**config.mk**
```make
export PLATFORM = sky130hd
export DESIGN_NAME = counter_threshold_monitor_flat
export DESIGN_NICKNAME = d
export VERILOG_FILES = /design/src/rtl/counter_threshold_monitor_if.sv /design/src/rtl/counter_threshold_monitor.sv /design/src/flat_wrapper.sv
export SDC_FILE = /design/constraint.sdc
export NUM_CORES = 2
export LEC_CHECK = 0
export ABC_AREA = 1
export CAP_MARGIN = 10
export CORE_AREA = 2 2 207 311
export CTS_BUF_LIST = sky130_fd_sc_hd__clkbuf_4 sky130_fd_sc_hd__clkbuf_8
export DETAILED_ROUTE_END_ITERATION = 7
export DIE_AREA = 0 0 209 313
export PLACE_DENSITY = 0.75
export SYNTH_ARGS = -nofsm -noshare
export SYNTH_HDL_FRONTEND = slang
export SYNTH_SLANG_ARGS = --single-unit
```
**constraint.sdc**
```tcl
create_clock -name Clk -period 37.8 [get_ports Clk]
set_clock_uncertainty 0.15 [all_clocks]
set_input_delay 3.78 -clock Clk [delete_from_list [all_inputs] [get_ports Clk]]
set_output_delay 3.78 -clock Clk [all_outputs]
set_load 0.05 [all_outputs]
```
**src/rtl/counter_threshold_monitor_if.sv**
```systemverilog
// Event readout port of the threshold monitor.
// Valid/ready handshake carrying channel, captured count and timestamp.
interface counter_threshold_monitor_if #(
  parameter int CNT_W = 64
);
  logic             Evt_Valid;
  logic             Evt_Ready;
  logic             Evt_Ch;
  logic [CNT_W-1:0] Evt_Value;
  logic [31:0]      Evt_Time;

  modport master (
    output Evt_Valid,
    output Evt_Ch,
    output Evt_Value,
    output Evt_Time,
    input  Evt_Ready
  );

  modport slave (
    input  Evt_Valid,
    input  Evt_Ch,
    input  Evt_Value,
    input  Evt_Time,
    output Evt_Ready
  );
endinterface

```
**src/rtl/counter_threshold_monitor.sv**
```systemverilog
// Threshold-crossing monitor for two counter channels with an event FIFO.
// Define MONITOR_TIMESTAMP_EN to stamp events with a 32-bit cycle count.
module counter_threshold_monitor #(
  parameter int FIFO_DEPTH = 4,
  parameter int CNT_W      = 64
) (
  input  logic                       Clk,
  input  logic                       Reset,
  input  logic [CNT_W-1:0]           Count0,
  input  logic [CNT_W-1:0]           Count1,
  input  logic                       Cfg_We,
  input  logic                       Cfg_Sel,
  input  logic [CNT_W-1:0]           Cfg_Data,
  counter_threshold_monitor_if.master Evt,
  output logic [$clog2(FIFO_DEPTH):0] Fifo_Level,
  output logic                       Ovf,
  input  logic                       Ovf_Clr
);
  localparam int AW = $clog2(FIFO_DEPTH);
  localparam int LW = AW + 1;

  logic [CNT_W-1:0] cnt  [2];
  logic [CNT_W-1:0] thr  [2];
  logic [CNT_W-1:0] prev [2];
  logic [CNT_W-1:0] pval [2];
  logic [1:0]       armed;
  logic [1:0]       pend;
  logic [1:0]       hit;
  logic [1:0]       rearm;
  logic [1:0]       wr;
  logic [1:0]       clr;
  logic             pop;
  logic             push;
  logic             push_ch;
  logic             ovf_set;

  assign cnt[0] = Count0;
  assign cnt[1] = Count1;
  assign wr     = Cfg_We ? (Cfg_Sel ? 2'b10 : 2'b01) : 2'b00;

  always_comb begin
    hit   = '0;
    rearm = '0;
    for (int c = 0; c < 2; c++) begin
      hit[c]   = armed[c] && (cnt[c] >= thr[c]);
      rearm[c] = (cnt[c] < prev[c]) || wr[c];
    end
  end

  // A pop frees a slot in the same cycle, so a full FIFO can still accept
  assign pop     = Evt.Evt_Valid && Evt.Evt_Ready;
  assign push    = (|pend)
                && ((Fifo_Level != LW'(FIFO_DEPTH)) || pop);
  assign push_ch = ~pend[0];
  assign clr     = push ? (pend[0] ? 2'b01 : 2'b10) : 2'b00;
  assign ovf_set = |(hit & pend & ~clr);

  always_ff @(posedge Clk or posedge Reset) begin
    if (Reset) begin
      armed <= '1;
      pend  <= '0;
      for (int c = 0; c < 2; c++) begin
        thr[c]  <= '1;
        prev[c] <= '0;
        pval[c] <= '0;
      end
    end else begin
      for (int c = 0; c < 2; c++) begin
        prev[c] <= cnt[c];
        if (wr[c])
          thr[c] <= Cfg_Data;
        if (hit[c]) begin
          armed[c] <= 1'b0;
          pend[c]  <= 1'b1;
          pval[c]  <= cnt[c];
        end else begin
          if (rearm[c])
            armed[c] <= 1'b1;
          if (clr[c])
            pend[c] <= 1'b0;
        end
      end
    end
  end

  always_ff @(posedge Clk or posedge Reset) begin
    if (Reset)
      Ovf <= 1'b0;
    else if (ovf_set)
      Ovf <= 1'b1;
    else if (Ovf_Clr)
      Ovf <= 1'b0;
  end

  logic             mem_ch  [FIFO_DEPTH];
  logic [CNT_W-1:0] mem_val [FIFO_DEPTH];
  logic [AW-1:0]    wptr;
  logic [AW-1:0]    rptr;
  logic [AW-1:0]    rptr_n;
  logic [LW-1:0]    level_n;
  logic             bypass;
  logic             head_ld;
  logic             head_ch;
  logic [CNT_W-1:0] head_val;

  assign rptr_n  = pop ? rptr + AW'(1) : rptr;
  assign level_n = Fifo_Level + LW'(push) - LW'(pop);
  // Entry pushed into an otherwise empty FIFO goes straight to the head
  assign bypass  = push && (Fifo_Level == LW'(pop));
  assign head_ld = level_n != '0;

  always_ff @(posedge Clk) begin
    if (push) begin
      mem_ch[wptr]  <= push_ch;
      mem_val[wptr] <= pval[push_ch];
    end
  end

  always_ff @(posedge Clk or posedge Reset) begin
    if (Reset) begin
      wptr       <= '0;
      rptr       <= '0;
      Fifo_Level <= '0;
      head_ch    <= 1'b0;
      head_val   <= '0;
    end else begin
      if (push)
        wptr <= wptr + AW'(1);
      rptr       <= rptr_n;
      Fifo_Level <= level_n;
      if (head_ld) begin
        head_ch  <= bypass ? push_ch : mem_ch[rptr_n];
        head_val <= bypass ? pval[push_ch]
                           : mem_val[rptr_n];
      end
    end
  end

  assign Evt.Evt_Valid = Fifo_Level != '0;
  assign Evt.Evt_Ch    = head_ch;
  assign Evt.Evt_Value = head_val;

`ifdef MONITOR_TIMESTAMP_EN
  logic [31:0] ts;
  logic [31:0] ptime    [2];
  logic [31:0] mem_time [FIFO_DEPTH];
  logic [31:0] head_time;

  always_ff @(posedge Clk or posedge Reset) begin
    if (Reset) begin
      ts        <= '0;
      head_time <= '0;
      for (int c = 0; c < 2; c++)
        ptime[c] <= '0;
    end else begin
      ts <= ts + 32'd1;
      for (int c = 0; c < 2; c++)
        if (hit[c])
          ptime[c] <= ts;
      if (head_ld)
        head_time <= bypass ? ptime[push_ch]
                            : mem_time[rptr_n];
    end
  end

  always_ff @(posedge Clk) begin
    if (push)
      mem_time[wptr] <= ptime[push_ch];
  end

  assign Evt.Evt_Time = head_time;
`else
  assign Evt.Evt_Time = '0;
`endif

endmodule
```
**src/flat_wrapper.sv**
```systemverilog
// flat-port wrapper written by rule: the top's interface ports become plain ports
module counter_threshold_monitor_flat 
#(
  parameter int FIFO_DEPTH = 4,
  parameter int CNT_W      = 64
)
  (Clk, Reset, Count0, Count1, Cfg_We, Cfg_Sel, Cfg_Data, Fifo_Level, Ovf, Ovf_Clr, Evt_Evt_Valid, Evt_Evt_Ch, Evt_Evt_Value, Evt_Evt_Time, Evt_Evt_Ready);
  counter_threshold_monitor_if #(.CNT_W(CNT_W)) Evt_i ();
  input  logic Clk;
  input  logic Reset;
  input  logic [CNT_W-1:0] Count0;
  input  logic [CNT_W-1:0] Count1;
  input  logic Cfg_We;
  input  logic Cfg_Sel;
  input  logic [CNT_W-1:0] Cfg_Data;
  output logic [$clog2(FIFO_DEPTH):0] Fifo_Level;
  output logic Ovf;
  input  logic Ovf_Clr;
  output wire logic [$bits(Evt_i.Evt_Valid)-1:0] Evt_Evt_Valid;
  output wire logic [$bits(Evt_i.Evt_Ch)-1:0] Evt_Evt_Ch;
  output wire logic [$bits(Evt_i.Evt_Value)-1:0] Evt_Evt_Value;
  output wire logic [$bits(Evt_i.Evt_Time)-1:0] Evt_Evt_Time;
  input wire logic [$bits(Evt_i.Evt_Ready)-1:0] Evt_Evt_Ready;
  assign Evt_Evt_Valid = Evt_i.Evt_Valid;
  assign Evt_Evt_Ch = Evt_i.Evt_Ch;
  assign Evt_Evt_Value = Evt_i.Evt_Value;
  assign Evt_Evt_Time = Evt_i.Evt_Time;
  assign Evt_i.Evt_Ready = Evt_Evt_Ready;
  counter_threshold_monitor #(.FIFO_DEPTH(FIFO_DEPTH), .CNT_W(CNT_W)) u_core (.Clk(Clk), .Reset(Reset), .Count0(Count0), .Count1(Count1), .Cfg_We(Cfg_We), .Cfg_Sel(Cfg_Sel), .Cfg_Data(Cfg_Data), .Evt(Evt_i), .Fifo_Level(Fifo_Level), .Ovf(Ovf), .Ovf_Clr(Ovf_Clr));
endmodule
```
==> results.py <==
metrics = {
    "cts": {
        "clockBufferDepth": 3,
        "cts_tree": "done",
        "cts_buffers": 105,
        "htree_num_levels": 3,
        "clock_sinks": 721,
        "postCtsHoldBufs": 0,
        "post-cts-setup-buffers": 0,
        "worstSkewPairLatency_ns": 0.73,
        "cts.clk_slew.worst_paths_ns": 0.06,
        "cts.repair.resized": 0,
        "clockRootBuffer": "clkbuf_8",
    },
    "worst_hold_path": {
        "hold_path_class": "reg -> reg",
    },
    "sta": {
        "hold_viol": 0,
        "fin_tns_setup_ns": 0,
        "max_freq_mhz": 143,
        "fin_ws_ns": 30.82,
        "rsz0062_at_grt": "no",
        "worst_slew_pin_slew_ns": 1.18,
        "setup_viol": 0,
        "slew_headroom_pct": 21.6,
        "period_share_pct": 18.5,
        "period_needed_ns": 6.98,
        "slew_viol_final": 0,
    },
    "floorplan": {
        "die_width_um": 209,
        "fp-row-count": 113,
        "io_pins": 300,
        "start_util_pct": 54.5,
        "core_sq_mm": 0.0629,
        "die_area_sq_mm": 0.0654,
        "die_h_um": 313,
    },
    "global_route": {
        "grt_pass1_vias": 24698,
        "grt-ovfl-total": 0,
        "grtUsageTotal_pct": 26.0,
        "grt_pass1_wl_um": 132000,
        "grt_antenna_before_repair": 9,
        "grt_start_max_net_pins": 158,
    },
    "setup_path": {
        "cp.required_ns": 38.26,
        "crit_path_max_fanout": 86,
        "cp-end-kind": "flop",
        "critical_path_class": "in -> reg",
        "critical_path.startpoint_type": "primary input",
        "critPathArrivalTime_ns": 7.44,
    },
    "yosys": {
        "synth_area_sq_mm": 0.0343,
        "ys_warn_count": 0,
        "syn_avg_cell_area_sq_um": 9.24,
        "synth_flop_cell": "dfrtp_1",
        "ys_ff_latch": 721,
        "synth_edf_count": 260,
        "ys_seq_area_share_pct": 56.9,
        "ys_types": 41,
        "synthArstFlopShare_pct": 63.9,
        "synthCells": 3713,
    },
    "place": {
        "gp_congestion": 0.882,
        "io_buffers": 267,
        "dp_slack_ns": 30.12,
        "place_hpwl_um": 56300,
    },
    "routing": {
        "ant_nets": 0,
        "via_per_inst": 5.21,
        "vias": 25381,
        "drc": 0,
        "wl_um": 83600,
        "post_drt_wl_per_cell_um": 17.2,
        "dr.pass1.iters": 5,
        "drt_iter0_markers": 1583,
    },
    "power_and_ir_drop": {
        "finalPower_mw": 3.16,
        "peakVddDrop_uv": 69.9,
        "pwr_density_cell_mw_per_mm2": 79.5,
        "p_leak_nw": 19.1,
    },
    "cells_and_area": {
        "synthToLayoutAreaGrowth_pct": 15.7,
        "fill_cells": 5156,
        "multiInputGateArea_sq_mm": 0.0127,
        "layout-drive-gt1-share_pct": 9.32,
        "nets": 4422,
        "seq_area_sq_mm": 0.0195,
    },
    "status": {
        "status": "finished clean",
    },
    "flow_run": {
        "drv_cap": 0,
    },
}
## cell families after synthesis
| logic type | count (synthesis) | synth area share, % |
|---|---|---|
| adder cells (fa/ha/maj) | 261 | 9.54 |
| XOR/XNOR | 4 | 0.124 |
| AND/OR/NAND/NOR | 1846 | 21.0 |
| other | 1 | 0.0109 |
| buffers and inverters | 514 | 6.79 |
| flip-flops | 721 | 56.9 |
| AO/OA/AOI/OAI | 366 | 5.67 |
## cell usage in the layout (no fill, tap or decap), drive strengths merged, types with 4 or more instances in the layout
| cell type | count |
|---|---|
| nand2 | 1539 |
| inv | 336 |
| dfrtp | 331 |
| clkdlybuf4s50 | 267 |
| ha | 260 |
| edfxtp | 260 |
| clkbuf | 181 |
| o21ai | 167 |
| nor2 | 149 |
| dfstp | 130 |
| a21oi | 127 |
| nand3 | 120 |
| a31oi | 57 |
| conb | 32 |
| buf | 24 |
| nand4 | 15 |
| clkinv | 14 |
| diode | 8 |
| o21a | 8 |
| nor3 | 7 |
| nor4 | 6 |
| a21o | 5 |
| xor2 | 4 |
## worst max-delay path, stage by stage
cell and delay, ns:
clkdlybuf4s50_1 0.47, nand2_2 0.08, nand3_2 0.12, o21ai_2 0.21, inv_1 0.18, ha_1 0.15
inv_1 0.05, fa_1 0.38, xor2_1 0.17, xor2_1 0.19, or3_4 0.48, buf_4 0.80
nor2_1 0.10, a31oi_1 0.18
## stage by stage
stage / utilization (%) / cells / hold WS [ns] / instance area, sq um
2_1_floorplan: - / 3744 / 0.292 / 34400
6_report: 63.1 / 4868 / 0.320 / 39700
3_5_place_dp: 59.3 / 4661 / 0.308 / 37300
4_1_cts: 63.0 / 4860 / 0.324 / 39700
3_3_place_gp: 59.3 / 4661 / 0.304 / 37300
5_1_grt: 63.1 / 4867 / 0.337 / 39700
## synth_stat cells, types with 2 or more instances
cell type,number,share of area (%)
inv_1,330,3.6
nand4_1,15,0.27
nand2_2,4,0.073
nand2_1,1535,17
a21oi_1,127,1.9
edfxtp_1,260,23
and3_1,2,0.036
nand3_1,119,1.7
nor3b_1,2,0.044
nor3_1,7,0.10
o21a_1,8,0.18
nor4_1,5,0.091
or2_2,2,0.036
dfstp_2,130,10
a21o_1,5,0.11
buf_1,6,0.066
a31oi_1,57,1.0
nor2_1,148,1.6
xor2_1,3,0.077
clkbuf_1,51,0.56
buf_6,12,0.39
inv_2,4,0.044
buf_2,41,0.60
buf_4,69,1.5
o21ai_0,166,2.4
dfrtp_1,331,24
ha_1,260,9.5
## per-layer routing
metal | up-vias | part of all wire (%) | routed length (um) | GRT usage, %
li1 | 12363 | - | - | -
met1 | 12129 | 42 | 35100 | 33.3
met2 | 716 | 49 | 41400 | 44.6
met3 | 169 | 5.0 | 4180 | 3.76
met4 | 4 | 3.5 | 2930 | 10.7
met5 | - | 0.032 | 27 | 0
## worst paths after layout
path,start,to,slack (ns),cells past startpoint
worst min-delay path,u_core.pval[120],u_core.pval[120],0.32,2
max in group asynchronous,Reset,u_core.prev[4],31.66,4
worst max register to register,u_core.pend[0],u_core.Evt.Evt_Value[0],33.44,12
worst max-delay path,Evt_Evt_Ready,u_core.Evt.Evt_Value[0],30.82,14
min in group asynchronous,Reset,u_core.prev[40],3.49,2
worst min register to register,u_core.pval[120],u_core.pval[120],0.32,2
## area by class of cell
| type | count | area share (%) |
|---|---|---|
| antenna | 8 | 0.0505 |
| clock buffer | 181 | 5.52 |
| clock inverter | 18 | 0.391 |
| inverter | 335 | 3.20 |
| multi-input combinational | 2509 | 31.9 |
| sequential | 721 | 49.2 |
| tap | 805 | 2.54 |
| timing repair buffer | 291 | 7.22 |
## power breakdown
group / switching, mW / internal [mW]
clock: 0.297 / 0.378
sequential: 0.102 / 1.15
combinational: 0.865 / 0.363
## sequential cells by signal (all words and copies together) (netlist names), 2 cells and up
name,count
u_core.Evt.Evt_Value,64
u_core.Fifo_Level,3
u_core.armed,2
u_core.mem_ch,4
u_core.mem_val,256
u_core.pend,2
u_core.prev,128
u_core.pval,128
u_core.rptr,2
u_core.thr,128
u_core.wptr,2
Note: power is estimated with default switching activity, not from simulation.
